## config.mk

```make
export PLATFORM = sky130hd
export DESIGN_NAME = reorder_buffer
export DESIGN_NICKNAME = d
export VERILOG_FILES = /design/src/rtl/reorder_buffer_pkg.sv /design/src/rtl/reorder_buffer_ptr.sv /design/src/rtl/reorder_buffer.sv
export SDC_FILE = /design/constraint.sdc
export NUM_CORES = 1
export LEC_CHECK = 0
export CAP_MARGIN = 20
export CORE_UTILIZATION = 45
export DETAILED_ROUTE_END_ITERATION = 8
export PLACE_DENSITY_LB_ADDON = 0.3
export SLEW_MARGIN = 5
export SYNTH_ARGS = -nofsm -noshare
export SYNTH_HDL_FRONTEND = slang
export SYNTH_SLANG_ARGS = --single-unit
```

## constraint.sdc

```tcl
create_clock -name clock -period 4.55 [get_ports clock]
set_clock_uncertainty 0.05 [all_clocks]
set_input_delay 1.365 -clock clock [delete_from_list [all_inputs] [get_ports clock]]
set_output_delay 1.365 -clock clock [all_outputs]
set_load 0.02 [all_outputs]
```

## src/rtl/reorder_buffer_pkg.sv

```systemverilog
// Shared definitions for the reorder buffer: entry layout, data-path widths
// and the default ROB depth.
`ifndef ROB_SZ
`define ROB_SZ 8
`endif

package reorder_buffer_pkg;

    localparam int XLEN = 32;

    // One ROB slot: valid flag plus the fields retire needs to commit.
    typedef struct packed {
        logic            valid;
        logic [4:0]      dest_idx;
        logic            has_dest;
        logic [XLEN-1:0] NPC;
    } ROB_ENTRY;

endpackage

```

## src/rtl/reorder_buffer_ptr.sv

```systemverilog
// Wrapping pointer for the reorder buffer: synchronous clear wins over
// increment, and the natural overflow of W bits gives the SZ-1 -> 0 roll.
module rob_ptr #(
    parameter int W = 3
) (
    input  logic         clock,
    input  logic         reset,
    input  logic         clear,
    input  logic         inc,
    output logic [W-1:0] ptr
);

    logic [W-1:0] ptr_q;
    logic [W-1:0] ptr_d;

    // Next pointer value: clear, advance, or hold.
    always_comb begin
        ptr_d = ptr_q;
        if (clear) begin
            ptr_d = {W{1'b0}};
        end else if (inc) begin
            ptr_d = ptr_q + W'(1);
        end else begin
            ptr_d = ptr_q;
        end
    end

    // Pointer register with synchronous reset.
    always_ff @(posedge clock) begin
        if (reset) begin
            ptr_q <= {W{1'b0}};
        end else begin
            ptr_q <= ptr_d;
        end
    end

    assign ptr = ptr_q;

endmodule

```

## src/rtl/reorder_buffer.sv

```systemverilog
// In-order reorder buffer: dispatch allocates at tail, retire frees at head.
// Occupancy is tracked by a separate count so head==tail is unambiguous.
import reorder_buffer_pkg::*;

module reorder_buffer #(
    parameter int SZ = `ROB_SZ
) (
    input  logic                   clock,
    input  logic                   reset,
    input  logic                   dispatch_valid,
    input  logic [4:0]             dispatch_dest_idx,
    input  logic                   dispatch_has_dest,
    input  logic [XLEN-1:0]        dispatch_NPC,
    output logic                   dispatch_ready,
    output logic [$clog2(SZ)-1:0]  dispatch_rob_index,
    input  logic                   move_head,
    input  logic                   clear,
    output logic [$clog2(SZ)-1:0]  rob_head,
    output logic                   head_valid,
    output logic [4:0]             head_dest_idx,
    output logic                   head_has_dest,
    output logic [XLEN-1:0]        head_NPC,
    output logic [$clog2(SZ):0]    rob_count,
    output logic                   full,
    output logic                   empty
);

    localparam int IW = $clog2(SZ);
    localparam int CW = IW + 1;

    logic [IW-1:0] head_s;
    logic [IW-1:0] tail_s;
    logic [CW-1:0] count_q;
    logic [CW-1:0] count_d;
    ROB_ENTRY      entry_q [SZ];
    ROB_ENTRY      entry_d [SZ];
    logic          alloc_s;
    logic          free_s;

    // Status derives from the registered count only, never from this cycle's inputs.
    assign full    = (count_q == CW'(SZ));
    assign empty   = (count_q == {CW{1'b0}});
    assign alloc_s = dispatch_valid && !full;
    assign free_s  = move_head && !empty;

    rob_ptr #(.W(IW)) u_head_ptr (
        .clock (clock),
        .reset (reset),
        .clear (clear),
        .inc   (free_s),
        .ptr   (head_s)
    );

    rob_ptr #(.W(IW)) u_tail_ptr (
        .clock (clock),
        .reset (reset),
        .clear (clear),
        .inc   (alloc_s),
        .ptr   (tail_s)
    );

    // Occupancy update: +alloc -free, flush empties the buffer.
    always_comb begin
        count_d = count_q;
        if (clear) begin
            count_d = {CW{1'b0}};
        end else if (alloc_s && !free_s) begin
            count_d = count_q + CW'(1);
        end else if (free_s && !alloc_s) begin
            count_d = count_q - CW'(1);
        end else begin
            count_d = count_q;
        end
    end

    // Entry array update: write at tail on alloc, drop valid at head on free.
    // Alloc and free never target the same slot since alloc needs !full.
    always_comb begin
        for (int i = 0; i < SZ; i++) begin
            entry_d[i] = entry_q[i];
        end
        if (clear) begin
            for (int i = 0; i < SZ; i++) begin
                entry_d[i].valid = 1'b0;
            end
        end else begin
            if (free_s) begin
                entry_d[head_s].valid = 1'b0;
            end else begin
                entry_d[head_s].valid = entry_q[head_s].valid;
            end
            if (alloc_s) begin
                entry_d[tail_s] = '{valid:    1'b1,
                                    dest_idx: dispatch_dest_idx,
                                    has_dest: dispatch_has_dest,
                                    NPC:      dispatch_NPC};
            end else begin
                entry_d[tail_s] = entry_d[tail_s];
            end
        end
    end

    // Count and entry registers with synchronous reset.
    always_ff @(posedge clock) begin
        if (reset) begin
            count_q <= {CW{1'b0}};
            for (int i = 0; i < SZ; i++) begin
                entry_q[i] <= '0;
            end
        end else begin
            count_q <= count_d;
            for (int i = 0; i < SZ; i++) begin
                entry_q[i] <= entry_d[i];
            end
        end
    end

    assign dispatch_ready     = !full;
    assign dispatch_rob_index = tail_s;
    assign rob_head           = head_s;
    assign rob_count          = count_q;
    assign head_valid         = entry_q[head_s].valid;
    assign head_dest_idx      = entry_q[head_s].dest_idx;
    assign head_has_dest      = entry_q[head_s].has_dest;
    assign head_NPC           = entry_q[head_s].NPC;

endmodule

```

## Word level (Yosys, flattened, before mapping)

Memory sizes are Yosys's and may differ from the RTL's. A register that Yosys moved wholly into a read port is not among the register bits.
Index checks and enable logic that the tools add are counted.

- Bits in registers: 10
- Bits in writable memories: 312
- Input bits: 43
- Output and inout bits: 52
- Logic and storage cells: 81
- Memories: 1

Memories:

| name | depth | bits a word | rd ports | clocked after Yosys merged registers in | wr ports | line | text |
|---|---|---|---|---|---|---|---|
| entry_q | 8 | 39 | 9 | 1 | 8 | reorder_buffer.sv:35 | `ROB_ENTRY entry_q [SZ];` |

- Add/subtract/negate cells: 4
- $lt $le $gt $ge: 4
- Eq/ne operators: 1
- Muxes and demuxes: 45
- Bitwise logic cells: 10
- Reduce and logical (&&, ||, !) cells: 13

Operators by type and width:

| operator | count |
|---|---|
| $bwmux W312 | 4 |
| $mux W312 | 3 |
| $mux W39 | 12 |
| $mux W38 | 8 |
| $demux W39 S3 | 2 |
| $bmux W39 S3 | 1 |
| $mux W1 | 11 |
| $ge A4 B4 Y1 const B | 2 |
| $lt A4 B1 Y1 const B | 2 |
| $mux W4 | 2 |
| $not A3 Y4 | 2 |
| $or A1 B1 Y1 | 8 |
| $add A3 B1 Y3 const B | 2 |
| $logic_and A1 B1 Y1 | 6 |
| $mux W3 | 2 |
| $add A4 B1 Y4 const B | 1 |
| $eq A4 B4 Y1 const B | 1 |
| $logic_not A1 Y1 | 4 |
| $logic_not A4 Y1 | 1 |
| $sub A4 B1 Y4 const B | 1 |
| $reduce_bool A2 Y1 | 1 |
| $reduce_or A2 Y1 | 1 |

## Longest topological paths before layout

- Word-level depth: 15
- Depth in mapped cells: 13
- Gate-level depth less buffers: 11

## Modules after synthesis

Synthesis repeated with hierarchy kept, for this count alone.

- Cells, all modules: 2034
- Area total of the unflattened synthesis: 16858.7 sq um

Modules (own cells, without submodules):

| module | instances | cells each | area each (sq um) | seq. area each (sq um) |
|---|---|---|---|---|
| reorder_buffer | 1 | 2010 | 16603.4 | 6326.1 |
| rob_ptr | 2 | 12 | 127.6 | 60.1 |

## Least setup slack after synthesis

No wires, ideal clock.

- Path type: input port to flip-flop
- From: in dispatch_valid
- To: reg count_q[3] (netlist: rob_count[3])
- Library setup time: 0.070 ns
- Arrival time: 3.338 ns
- Required time: 4.430 ns
- Path slack: 1.092 ns
- Stages on the path: 12
- Buffers on the path: 2
- Cell sequence: nand2_2 > inv_2 > buf_2 > buf_2 > ha_1 > inv_1 > ha_1 > a21o_1 > a21oi_1 > xnor2_1 > or3_1 > a21oi_1

- Word-level cells in the longest chain between the ends: 4
- Elaborated cells on any way between the ends: 6
- Classes of those cells: mux (1); reduce/logical (5)

Ends and longest elaborated chain:

| what | line | text |
|---|---|---|
| from (decl) | reorder_buffer.sv:10 | `input logic dispatch_valid,` |
| $logic_and A1 B1 Y1 * | reorder_buffer.sv:43 | `assign alloc_s = dispatch_valid && !full;` |
| $logic_not A1 Y1 | reorder_buffer.sv:69 | `end else if (free_s && !alloc_s) begin` |
| $logic_and A1 B1 Y1 | reorder_buffer.sv:69 |  |
| $reduce_bool A2 Y1 (no source line) | -- |  |
| to (signal assigned) | reorder_buffer.sv:106 | `count_q <= {CW{1'b0}};` |
| to (signal assigned) | reorder_buffer.sv:111 | `count_q <= count_d;` |
| to (decl) | reorder_buffer.sv:33 | `logic [CW-1:0] count_q;` |

Mark *: on every way between the ends. The rest lies on a longest branch, timed or not.
A chain may end at the register's enable or synchronous reset.

==> out/results.tsv <==
stage	metric	value	unit
placement	Detailed Place HPWL	35.0	mm
clocking	Root Driver	clkbuf_16	
clocking	CTS Buf Count	37	
critical_path	CP arrival	2820	ps
timing	Final Max Slew Viols	0	
critical_path	slowest CP cell	dfxtp_4	
pwr	Peak VDD IR	262	µV
drt	Post-Route WL	59.8	mm
die	Ports	95	
critical_path	Critical Path Fanout Max	27	
min_path	Worst Hold Class	flip-flop to flip-flop	
layout	n_diodes	0	
logic_synthesis	Syn Inst Count	1823	
timing	setup ws final	314	ps
global_route	vias in the first global route	15600	
logic_synthesis	Synth async-reset ratio	0	%
global_route	gr usage total	30.1	%
layout	Non-Filler Instances	2367	
logic_synthesis	Seq cells post-synth	325	
timing	Final setup viols	0	
pwr	combinational group share of total power	14.3	%
global_route	initial antenna violation count	0	
drt	antenna viol nets, final	0	
clocking	clock slew at reported path FFs	60	ps
clocking	H-tree levels	2	
critical_path	Setup CP Type	flip-flop to primary output	
logic_synthesis	Post-synth EDFFs	0	
logic_synthesis	synthesized area	0.0176	mm²
logic_synthesis	Yosys top cell by area	dfxtp_1	
die	effective utilization at floorplan	45.5	%
pwr	Internal Dissipation	0.00503	W
drt	wire per inst	25.3	µm
timing	fmax	0.236	GHz
critical_path	worst path cell trace	buf_12 > mux4_2 > mux2_2 > clkdlybuf4s50_1	
timing	minimum clock period	4240	ps
timing	TNS Setup	0	ps
placement	port bufs	94	
logic_synthesis	yosys synthesis warning count	0	
die	die area	0.0399	mm²
critical_path	Worst path max stage delay	640	ps
drt	drt first pass iters	5	
critical_path	CP endpoint kind	primary output	
logic_synthesis	post-synth top area share	37.0	%
placement	RD Place Congestion	0.859	
logic_synthesis	Seq/Total Area, Yosys	37.0	%
status	status	finished clean	
clocking	Post-CTS Resized	0	
pwr	Net Switching	0.00187	W
timing	final hold viol count	0	
placement	dpl ws	748	ps
global_route	global-route wire length before repair	91.8	mm
drt	via count	15700	
clocking	CTS Hold Bufs	0	
pwr	Sw Ratio	27.1	%
pwr	power share of the clock group	42.7	%
die	row cnt	72	
die	Die Y-Extent	200	µm
logic_synthesis	synth cell count leaders	dfxtp_1, nand2_1, a21oi_1	
timing	Rel. slew slack	20.6	%
logic_synthesis	commonest register cell after synthesis	dfxtp_1	
logic_synthesis	most frequent cell after synthesis	dfxtp_1	
layout	Layout fillers	3493	
flow_run	max cap viols	0	
pwr	Reg power frac	43.0	%
global_route	grt total ovfl	0	
critical_path	cell family contributing the most delay on the critical path	buffers and inverters	
layout	Synth-to-Final Area Change	13.4	%
pwr	pwr/cell area	346	mW/mm²
clocking	worst skew pair latency	530	ps
timing	worst-margin pin slew	1190	ps
timing	final period utilization	93.1	%
drt	drt drc	0	
drt	Initial DRC Count	1487	
pwr	Pleak	6.16	nW
layout	nets	1872	
critical_path	Startpoint Class	flip-flop	
layout	share of cells above drive strength 1	17.8	%
global_route	largest net degree at the start of global routing	78	
clocking	TritonCTS clock tree	done	
drt	DR vias/cell	6.63	
logic_synthesis	Area contributors post-synth	dfxtp_1, mux4_2, nand2_1, a211oi_1, mux2_2	
clocking	CTS sink count	325	
die	total core area	0.0386	mm²
clocking	clock tree buffer depth	3	
timing	RSZ-0062 raised after global routing	no	
logic_synthesis	count of cell types in the netlist	67	
logic_synthesis	synthesized area per cell	9.65	µm²
critical_path	Req. time, crit path	3130	ps
logic_synthesis	Mapped Nets	1872	
clocking	setup bufs post-CTS	0	
die	Die W	200	µm
critical_path	CP Buf/Inv Count	2	
placement	placed cells	2302	
-- layer usage --
| layer | global-route usage (%) | vias up | part of all wire, % |
|---|---|---|---|
| li1 | - | 6930 | - |
| met1 | 38.6 | 7697 | 39 |
| met2 | 49.4 | 855 | 47 |
| met3 | 5.41 | 206 | 9.4 |
| met4 | 13.7 | 0 | 4.3 |
| met5 | 0 | - | 0 |
-- logic make-up after synthesis --
family / after synthesis / synth area share (%)
flops: 325 / 37.0
mux: 210 / 19.7
fa+ha+maj: 6 / 0.469
xor+xnor: 9 / 0.448
compound gates: 528 / 20.8
buf+inv: 204 / 5.79
simple gates: 541 / 15.8
-- placed cells by master (no fill, tap or decap), types with 7 or more instances in the layout --
cell type / count
a211oi_1: 104
a21oi_1: 139
a22oi_1: 7
nand3b_1: 75
nand2b_1: 15
clkdlybuf4s50_1: 93
xnor2_1: 7
a221oi_1: 8
mux4_2: 97
nor2_2: 10
and3b_1: 12
nand3_1: 12
nand2_1: 253
inv_1: 9
o21ai_1: 7
nor3_1: 18
a221o_1: 16
o21ai_0: 20
mux2i_1: 46
clkbuf_16: 39
mux2_2: 62
dfxtp_1: 319
clkbuf_8: 7
o22ai_1: 105
or3_1: 71
o2bb2ai_1: 7
clkbuf_1: 10
nor2_1: 41
o31ai_1: 74
buf_4: 55
-- through the flow --
step           total power [W]  cell area (µm²)  util [%]  hold slack, ps
5_1_grt                0.00712            20000      51.6             434
3_3_place_gp           0.00399            18800      48.6             399
3_5_place_dp           0.00400            18800      48.6             410
4_1_cts                0.00692            20000      51.6             418
2_1_floorplan          0.00367            17600         -             391
6_report               0.00690            20000      51.6             418
-- flip-flops by register name, indices dropped and copies added (netlist names), named ones only --
register and cells:
entry_q 312, rob_count 4, u_head_ptr.ptr 3, u_tail_ptr.ptr 3
-- cell type report --
cell class / count / area [µm²] / area share, %
sequential: 325 / 6530 / 32.7
timing repair buffer: 153 / 1440 / 7.21
inverter: 12 / 45.0 / 0.226
clock inverter: 10 / 85.1 / 0.426
clock buffer: 55 / 1100 / 5.49
tap: 518 / 648 / 3.25
multi-input combinational: 1294 / 10100 / 50.7
-- power groups by stage --
| stage | clock [W] | sequential [W] | combinational, W |
|---|---|---|---|
| 2_1_floorplan | 0 | 0.00300 | 0.000670 |
| 3_3_place_gp | 0 | 0.00303 | 0.000966 |
| 3_5_place_dp | 0 | 0.00303 | 0.000972 |
| 4_1_cts | 0.00297 | 0.00297 | 0.000977 |
| 5_1_grt | 0.00309 | 0.00298 | 0.00105 |
| 6_report | 0.00294 | 0.00297 | 0.000986 |
-- final timing paths --
| path | from | endpoint | slack [ps] | cells after the start |
|---|---|---|---|---|
| hold reg to reg | entry_q[7][10] | entry_q[7][10] | 420 | 2 |
| setup reg to reg | u_tail_ptr.ptr[1] | entry_q[3][9] | 1100 | 6 |
| hold / removal | entry_q[7][10] | entry_q[7][10] | 420 | 2 |
| setup / recovery | flip-flop | head_NPC[16] | 310 | 4 |
-- worst register-to-register path, stage by stage, from the launching register on --
cell,delay (ps)
dfxtp_4,850
buf_4,410
and3b_1,780
nor2b_2,300
nand2_1,490
o22ai_1,340
a211oi_1,80
Note: power is estimated with default switching activity, not from simulation.
